### config.mk
export PLATFORM = sky130hd
export DESIGN_NAME = scdb_readout
export DESIGN_NICKNAME = d
export VERILOG_FILES = /design/src/rtl/scdb_readout.sv
export SDC_FILE = /design/constraint.sdc
export NUM_CORES = 1
export LEC_CHECK = 0
export CORE_MARGIN = 2
export CORE_UTILIZATION = 35
export DETAILED_ROUTE_END_ITERATION = 10
export GPL_TIMING_DRIVEN = 0
export PLACE_DENSITY_LB_ADDON = 0.25
export SYNTH_ARGS = -nofsm -noshare
export SYNTH_HDL_FRONTEND = slang
export SYNTH_SLANG_ARGS = --single-unit
export TNS_END_PERCENT = 100
### constraint.sdc
create_clock -name clk -period 3 [get_ports clk]
set_clock_uncertainty 0.2 [all_clocks]
set_input_delay 0.3 -clock clk [delete_from_list [all_inputs] [get_ports clk]]
set_output_delay 0.3 -clock clk [all_outputs]
set_load 0.02 [all_outputs]
### src/rtl/scdb_readout.sv
// scdb_readout: frames secondary_buffer waveforms into a 16-bit sync/header/data/trailer stream.
// Define SCDB_READOUT_CRC_EN to insert a CRC-16-CCITT word before the trailer.
module scdb_readout #(
  parameter int          P_HDR_WIDTH  = 113,
  parameter int          P_DATA_WIDTH = 85,
  parameter int          P_RD_LAT     = 2,
  parameter logic [15:0] P_SYNC_WORD  = 16'hEB90
) (
  input  logic                    clk,
  input  logic                    rst_n,
  input  logic                    en,
  input  logic                    buf_hdr_empty,
  input  logic [P_HDR_WIDTH-1:0]  buf_hdr_data,
  output logic                    buf_hdr_rdreq,
  input  logic [P_DATA_WIDTH-1:0] buf_data,
  output logic                    buf_rdreq,
  output logic                    buf_rddone,
  output logic [15:0]             dout,
  output logic                    dout_valid,
  output logic                    dout_last,
  input  logic                    dout_ready,
  output logic                    busy,
  output logic [15:0]             pkt_cnt
);
  localparam int HW = ((P_HDR_WIDTH + 15) / 16) * 16;
  localparam int DW = ((P_DATA_WIDTH + 15) / 16) * 16;
  localparam int HN = HW / 16;
  localparam int DN = DW / 16;
  if (P_RD_LAT < 1 || P_RD_LAT > 5) begin : g_bad_lat
    $error("P_RD_LAT must be 1..5");
  end
  typedef enum logic [2:0] {S_IDLE, S_SYNC, S_HDR, S_DATA, S_CRC, S_TRAILER} state_t;
`ifdef SCDB_READOUT_CRC_EN
  localparam state_t L_POST_DATA = S_CRC;
`else
  localparam state_t L_POST_DATA = S_TRAILER;
`endif
  state_t          r_state, w_next;
  logic [HW-1:0]   r_hdr;
  logic [DW-1:0]   r_data;
  logic            r_eoe;
  logic [7:0]      r_idx;
  logic [15:0]     r_words;
  logic [15:0]     r_pkt;
  logic            r_rddone;
  logic [15:0]     w_crc_word;
  logic            w_xfer, w_start, w_hdr_end, w_data_end;
  assign w_xfer        = dout_valid && dout_ready;
  // rst_n gate keeps the pop request quiet while the buffer is itself in reset
  assign w_start       = rst_n && r_state == S_IDLE && en && !buf_hdr_empty;
  assign w_hdr_end     = r_idx == 8'(HN - 1);
  assign w_data_end    = r_idx == 8'(DN - 1);
  assign busy          = r_state != S_IDLE;
  assign dout_valid    = busy;
  assign dout_last     = r_state == S_TRAILER;
  assign buf_hdr_rdreq = w_start;
  assign buf_rdreq     = w_xfer && r_state == S_DATA && r_idx == 8'd0 && !r_eoe;
  assign buf_rddone    = r_rddone;
  assign pkt_cnt       = r_pkt;
  assign dout = r_state == S_SYNC    ? P_SYNC_WORD :
                r_state == S_HDR     ? r_hdr[HW-1 -: 16] :
                r_state == S_DATA    ? r_data[DW-1 -: 16] :
                r_state == S_CRC     ? w_crc_word :
                r_state == S_TRAILER ? r_words : 16'h0;
  always_comb begin
    w_next = r_state;
    if (w_start) w_next = S_SYNC;
    else if (w_xfer)
      case (r_state)
        S_SYNC:    w_next = S_HDR;
        S_HDR:     w_next = w_hdr_end ? S_DATA : S_HDR;
        S_DATA:    w_next = w_data_end ? (r_eoe ? L_POST_DATA : S_DATA) : S_DATA;
        S_CRC:     w_next = S_TRAILER;
        default:   w_next = S_IDLE;
      endcase
  end
  always_ff @(posedge clk or negedge rst_n)
    if (!rst_n) begin
      r_state  <= S_IDLE;
      r_hdr    <= '0;
      r_data   <= '0;
      r_eoe    <= 1'b0;
      r_idx    <= '0;
      r_words  <= '0;
      r_pkt    <= '0;
      r_rddone <= 1'b0;
    end else begin
      r_state  <= w_next;
      r_rddone <= w_xfer && r_state == S_TRAILER;
      if (w_start) begin
        r_hdr   <= HW'(buf_hdr_data);
        r_data  <= DW'(buf_data);
        r_eoe   <= buf_data[P_DATA_WIDTH-1];
        r_idx   <= '0;
        r_words <= '0;
      end else if (w_xfer) begin
        r_idx <= (r_state == S_HDR && !w_hdr_end) || (r_state == S_DATA && !w_data_end) ? r_idx + 8'd1 : 8'd0;
        if (r_state == S_HDR) r_hdr <= {r_hdr[HW-17:0], 16'h0};
        if (r_state == S_DATA) begin
          r_data <= w_data_end ? DW'(buf_data) : {r_data[DW-17:0], 16'h0};
          if (w_data_end) r_eoe <= buf_data[P_DATA_WIDTH-1];
          if (r_idx == 8'd0 && r_words != 16'hFFFF) r_words <= r_words + 16'd1;
        end
        if (r_state == S_TRAILER) r_pkt <= r_pkt + 16'd1;
      end
    end
`ifdef SCDB_READOUT_CRC_EN
  logic [15:0] r_crc;
  function automatic logic [15:0] crc_step(input logic [15:0] c, input logic [15:0] d);
    logic [15:0] x;
    x = c;
    for (int i = 15; i >= 0; i--) x = (x[15] ^ d[i]) ? {x[14:0], 1'b0} ^ 16'h1021 : {x[14:0], 1'b0};
    return x;
  endfunction
  always_ff @(posedge clk or negedge rst_n)
    if (!rst_n) r_crc <= '0;
    else if (w_start) r_crc <= 16'hFFFF;
    else if (w_xfer && (r_state == S_HDR || r_state == S_DATA)) r_crc <= crc_step(r_crc, dout);
  assign w_crc_word = r_crc;
`else
  assign w_crc_word = 16'h0;
`endif
endmodule

==> Word level (Yosys, flattened, before mapping) <==
Cells that the tools add are included.
{ "totals": {"reg_bits": 269} }
{ "classes": {"n_eq_ne": 8, "add_sub_neg": 3, "bitwise_logic": 1, "reduce_logical": 29, "muxes": 29} }
{ "ops": {"columns": ["cell", "n"], "rows": [
  ["$mux 128", 3],
  ["$mux 96", 4],
  ["$mux 16", 9],
  ["$add 16x1->16 const B", 2],
  ["$mux 8", 3],
  ["$eq 8x3->1 const B", 2],
  ["$ne 16x16->1 const B", 1],
  ["$mux 3", 4],
  ["$pmux 3 s4", 1],
  ["$logic_and 1x1->1", 11],
  ["$reduce_bool 2->1", 5],
  ["$reduce_and 3->1", 3],
  ["$add 8x1->8 const B", 1],
  ["$logic_not 8->1", 1],
  ["$eq 3x2->1 const B", 2],
  ["$eq 3x3->1 const B", 2],
  ["$mux 1", 5],
  ["$logic_not 1->1", 4],
  ["$reduce_and 2->1", 2],
  ["$eq 3x1->1 const B", 1],
  ["$logic_not 3->1", 1],
  ["$reduce_bool 3->1", 1],
  ["$logic_or 1x1->1", 1],
  ["$not 1->1", 1]
]} }

==> Depth between registers and ports, before layout <==
{ "depth": {"word_depth": 7, "depth_mapped": 9, "depth_no_buf": 7} }

==> Least setup slack after synthesis <==
OpenSTA, ideal clock, no wires.
{ "synth_timing": {"path_kind": "reg-to-output", "from": "reg r_state[0]", "to": "out buf_hdr_rdreq", "slack_ns": 0.640, "path_buffers": 2, "t_arrival_ns": 1.860, "required_ns": 2.500, "path_stages_with_launch": 6, "cell_sequence": "dfrtp_1 > or3_4 > or3_4 > clkinv_2 > buf_2 > buf_1"} }
{ "synth_via": {"elab_chain_cells": 4} }
{ "synth_rtl": {"columns": ["item", "line_no", "rtl"], "rows": [
  ["from (decl)", "38", "state_t r_state, w_next;"],
  ["from (signal assigned)", "88", "r_state <= w_next;"],
  ["$logic_not 3->1", "50", "assign w_start = rst_n && r_state == S_IDLE && en && !buf_hdr_empty;"],
  ["$logic_and 1x1->1 (3 in a row)", "50", null],
  ["to (decl)", "14", "output logic buf_hdr_rdreq,"]
]} }
Every way passes these cells.

==> Worst setup path after layout <==
{ "layout_timing": {"from": "reg r_state[2]", "to": "out buf_hdr_rdreq"} }
Same word-level chain as after synthesis.

==> results.sh <==
export IMPL_swShare=0.3215
export IMPL_crit_buf_inv=3
export IMPL_crit_arrival_ns=2.53
export IMPL_irDropWorstVdd_uv=410.7
export IMPL_crit_fanout=18
export IMPL_holdPathStages=3
export IMPL_cts_htree_levels=1
export IMPL_whs_ns=0.08828
export IMPL_vias=9923
export IMPL_path_delay_family="simple AND/OR/NAND/NOR gates"
export IMPL_yosys_area_top_type_share=0.5754
export IMPL_hp_class="in2reg"
export IMPL_nets=1645
export IMPL_multi_input_area_mm2=0.004332
export IMPL_initial_core_util=0.3577
export IMPL_grt_max_degree=69
export IMPL_maxSlewHeadroom=0.5594
export IMPL_syn_avg_cell_area_um2=10.18
export IMPL_power_frac_seq=0.449
export IMPL_reg2reg_to="r_hdr[16]"
export IMPL_internal_power_mw=7.862
export IMPL_place_gp_congestion=0.8529
export IMPL_ys_warn_count=0
export IMPL_period_share=1.011
export IMPL_boundaryPins=241
export IMPL_clkPwrFrac=0.294
export IMPL_power_switching_mw=3.725
export IMPL_ctsLongestPathBuffers=3
export IMPL_final_common_cell="nand2_1"
export IMPL_cts_buffers=29
export IMPL_crit_slowest_cell="or3_4"
export IMPL_fill_cells=3051
export IMPL_cts_sinks=269
export IMPL_ys_ff_latch=269
export IMPL_antenna_found_initial=5
export IMPL_path_class="reg2out"
export IMPL_period_needed_ns=3.033
export IMPL_viasPerCell=5.217
export IMPL_violations="setup timing"
export IMPL_syn_inst=1149
export IMPL_final_cell_mix="nand2_1 (277), dfrtp_1 (269), clkdlybuf4s50_1 (223)"
export IMPL_crit_path_end_kind="primary output"
export IMPL_final_util=0.4884
export IMPL_drive_above_1_share=0.06722
export IMPL_p_leak_nw=8.007
export IMPL_outcome="finished, violations left"
export IMPL_whs_endpoint="r_hdr[3]"
export IMPL_synth_edff_count=0
export IMPL_path_cells="or3_4 > or3_4 > inv_8 > clkbuf_4 > clkdlybuf4s15_2"
export IMPL_drc=0
export IMPL_grt_pass1_vias=10059
export IMPL_clk_latency_ns=0.55
export IMPL_drt_pre_antenna_iters=7
export IMPL_core_area_mm2=0.03270
export IMPL_rr_startpoint="r_state[2]"
export IMPL_wl_per_cell_um=18.84
export IMPL_final_area_mm2=0.01597
export IMPL_initialDrtViolationCount=999
export IMPL_synthArstFlopShare=1.000
export IMPL_seq_area_frac_synth=0.5754
export IMPL_ff2ff_setup_slack_ns=0.24
export IMPL_gr_total_overflow=0
export IMPL_syn2layout_area_growth_pct=36.51
export IMPL_wl_um=35830
export IMPL_max_stage_delay_ns=0.45
export IMPL_synth_cell_types=56
export IMPL_cts_tree="built"
export IMPL_die_y_um=186.8
export IMPL_netlist_top_cells_area="dfrtp_1 (58%), nand2_1 (8.9%), a222oi_1 (5.9%)"
export IMPL_io_buffers=240
export IMPL_drtAntennaViolNets=0
export IMPL_maxCapViolCount=0
export IMPL_rows=66
export IMPL_finalSetupViolations=1
export IMPL_yosys_area_top_type="dfrtp_1"
export IMPL_cp_common_cell="or3_4"
export IMPL_start_kind="flop"
export IMPL_r2r_cells=9
export IMPL_ff_latch_area_mm2=0.006731
export IMPL_clkTransAtPathRegs_ns=0.06
export IMPL_cts_root_buf="clkbuf_16"
export IMPL_dp_hpwl_um=26680
export IMPL_hold_violations=0
export IMPL_syn_area_mm2=0.01170
export IMPL_grt_pass1_wl_um=55830
export IMPL_place_area_mm2=0.01471
export IMPL_tightest_slew_ns=0.6584
export IMPL_mappedNetlistNets=1357
export IMPL_grt_setup_unrepaired="true"
export IMPL_drv_slew=0
export IMPL_die_width_um=186.8
export IMPL_worstHoldStart="buf_hdr_data[3]"
export IMPL_place_ws_ns=-1.552
export IMPL_grtUsageTotal=0.2017
export IMPL_crit_required_ns=2.50
export IMPL_die_area_mm2=0.03490
export IMPL_setup_slack_ns=-0.03340
export IMPL_synth_ff_type="dfrtp_1"
export IMPL_power_density_mw_per_mm2=725.5
export IMPL_fmax_ghz=0.3297
export IMPL_p_comb_frac=0.258
[Yosys cell counts (all sizes together) (2+ instances only)]
| cell type | count |
|---|---|
| nand2 | 277 |
| dfrtp | 269 |
| a22oi | 81 |
| inv | 76 |
| a222oi | 69 |
| clkbuf | 55 |
| a22o | 51 |
| nand3 | 46 |
| nor2 | 42 |
| buf | 32 |
| a31oi | 16 |
| xor2 | 13 |
| o21ai | 11 |
| nand4 | 10 |
| a21oi | 9 |
| xnor2 | 9 |
| or3 | 8 |
| and3 | 6 |
| o2bb2ai | 6 |
| ha | 5 |
| nor2b | 5 |
| and2 | 4 |
| and4 | 4 |
| nor4 | 4 |
| a21o | 3 |
| mux2 | 3 |
| nor3 | 3 |
| o211ai | 3 |
| o311ai | 3 |
| o31a | 3 |
| mux2i | 2 |
| o21a | 2 |
| o31ai | 2 |
| or2 | 2 |
[kinds of logic after synthesis]
kind of cell,count (synthesis),synth area share
and+or+nand+nor,417,0.1537
DFF,269,0.5754
AOI/OAI and AO/OA,267,0.1876
buffers and inverters,164,0.05690
xor gates and xnor gates,22,0.01647
muxes,5,0.004599
adders and majority gates,5,0.005348
[per-stage QoR]
stage	std cells	power (mW)	TNS (ns)
after floorplan	1149	6.822	0
after global placement	1831	8.106	-5108.56
after detailed placement	1833	8.203	-151.29
after CTS	1900	11.66	-0.1793
after global routing	1902	12.20	-0.4023
final	1902	11.59	-0.03340
[power by group through the flow]
| stage | sequential [mW] | clock (mW) | combinational, mW |
|---|---|---|---|
| after floorplan | 4.95 | 0 | 1.87 |
| after CTS | 5.19 | 3.48 | 2.99 |
| final | 5.20 | 3.40 | 2.99 |
| after detailed placement | 5.25 | 0 | 2.96 |
| after global routing | 5.29 | 3.61 | 3.29 |
| after global placement | 5.23 | 0 | 2.88 |
[tightest hold or removal path: cells and delay by family]
kind,cells,cell delay [ns]
buffers and inverters,1,0.40
and+or+nand+nor,2,0.10
[worst max-delay path by stage]
stage	startpoint	endpoint	slack (ns)	cells after the start
after floorplan	r_state[0]	buf_hdr_rdreq	0.64	5
after global placement	rst_n	buf_hdr_rdreq	-10.35	7
after detailed placement	rst_n	buf_hdr_rdreq	-1.55	9
after CTS	r_state[2]	buf_hdr_rdreq	-0.12	5
after global routing	r_state[2]	dout_last	-0.11	6
final	r_state[2]	buf_hdr_rdreq	-0.03	5
[final cells by class]
type                            count  area share
Antenna cell                        2   0.0003134
Buffer                             86     0.02397
Clock buffer                       44     0.05147
Clock inverter                      8    0.004466
Inverter                           77     0.01857
Multi-Input combinational cell    716      0.2712
Sequential cell                   269      0.4215
Tap cell                          442     0.03463
Timing Repair Buffer              258      0.1738
[repair_timing]
| item | CTS | global route |
|---|---|---|
| hold buffers | 12 | 0 |
| buffers inserted | 2 | 0 |
| gates resized for setup | 30 | 8 |
| cloned | 2 | 0 |
| hold endpoints to repair | 150 | 0 |
| endpoints found under the setup margin | 189 | 9 |
[registers in the layout, summed over array words and instances, names as in the netlist]
register    count
buf_rddone      1
pkt_cnt        16
r_data         96
r_eoe           1
r_hdr         128
r_idx           8
r_state         3
r_words        16
[routing by layer]
metal,global-route usage,routed length [um],vias to the layer above
met3,0.04053,2454,57
met4,0.05922,940,4
met5,0,30,-
li1,-,-,4711
met2,0.3223,16520,340
met1,0.2783,15890,4811
Power figures use the tool's default switching activity.
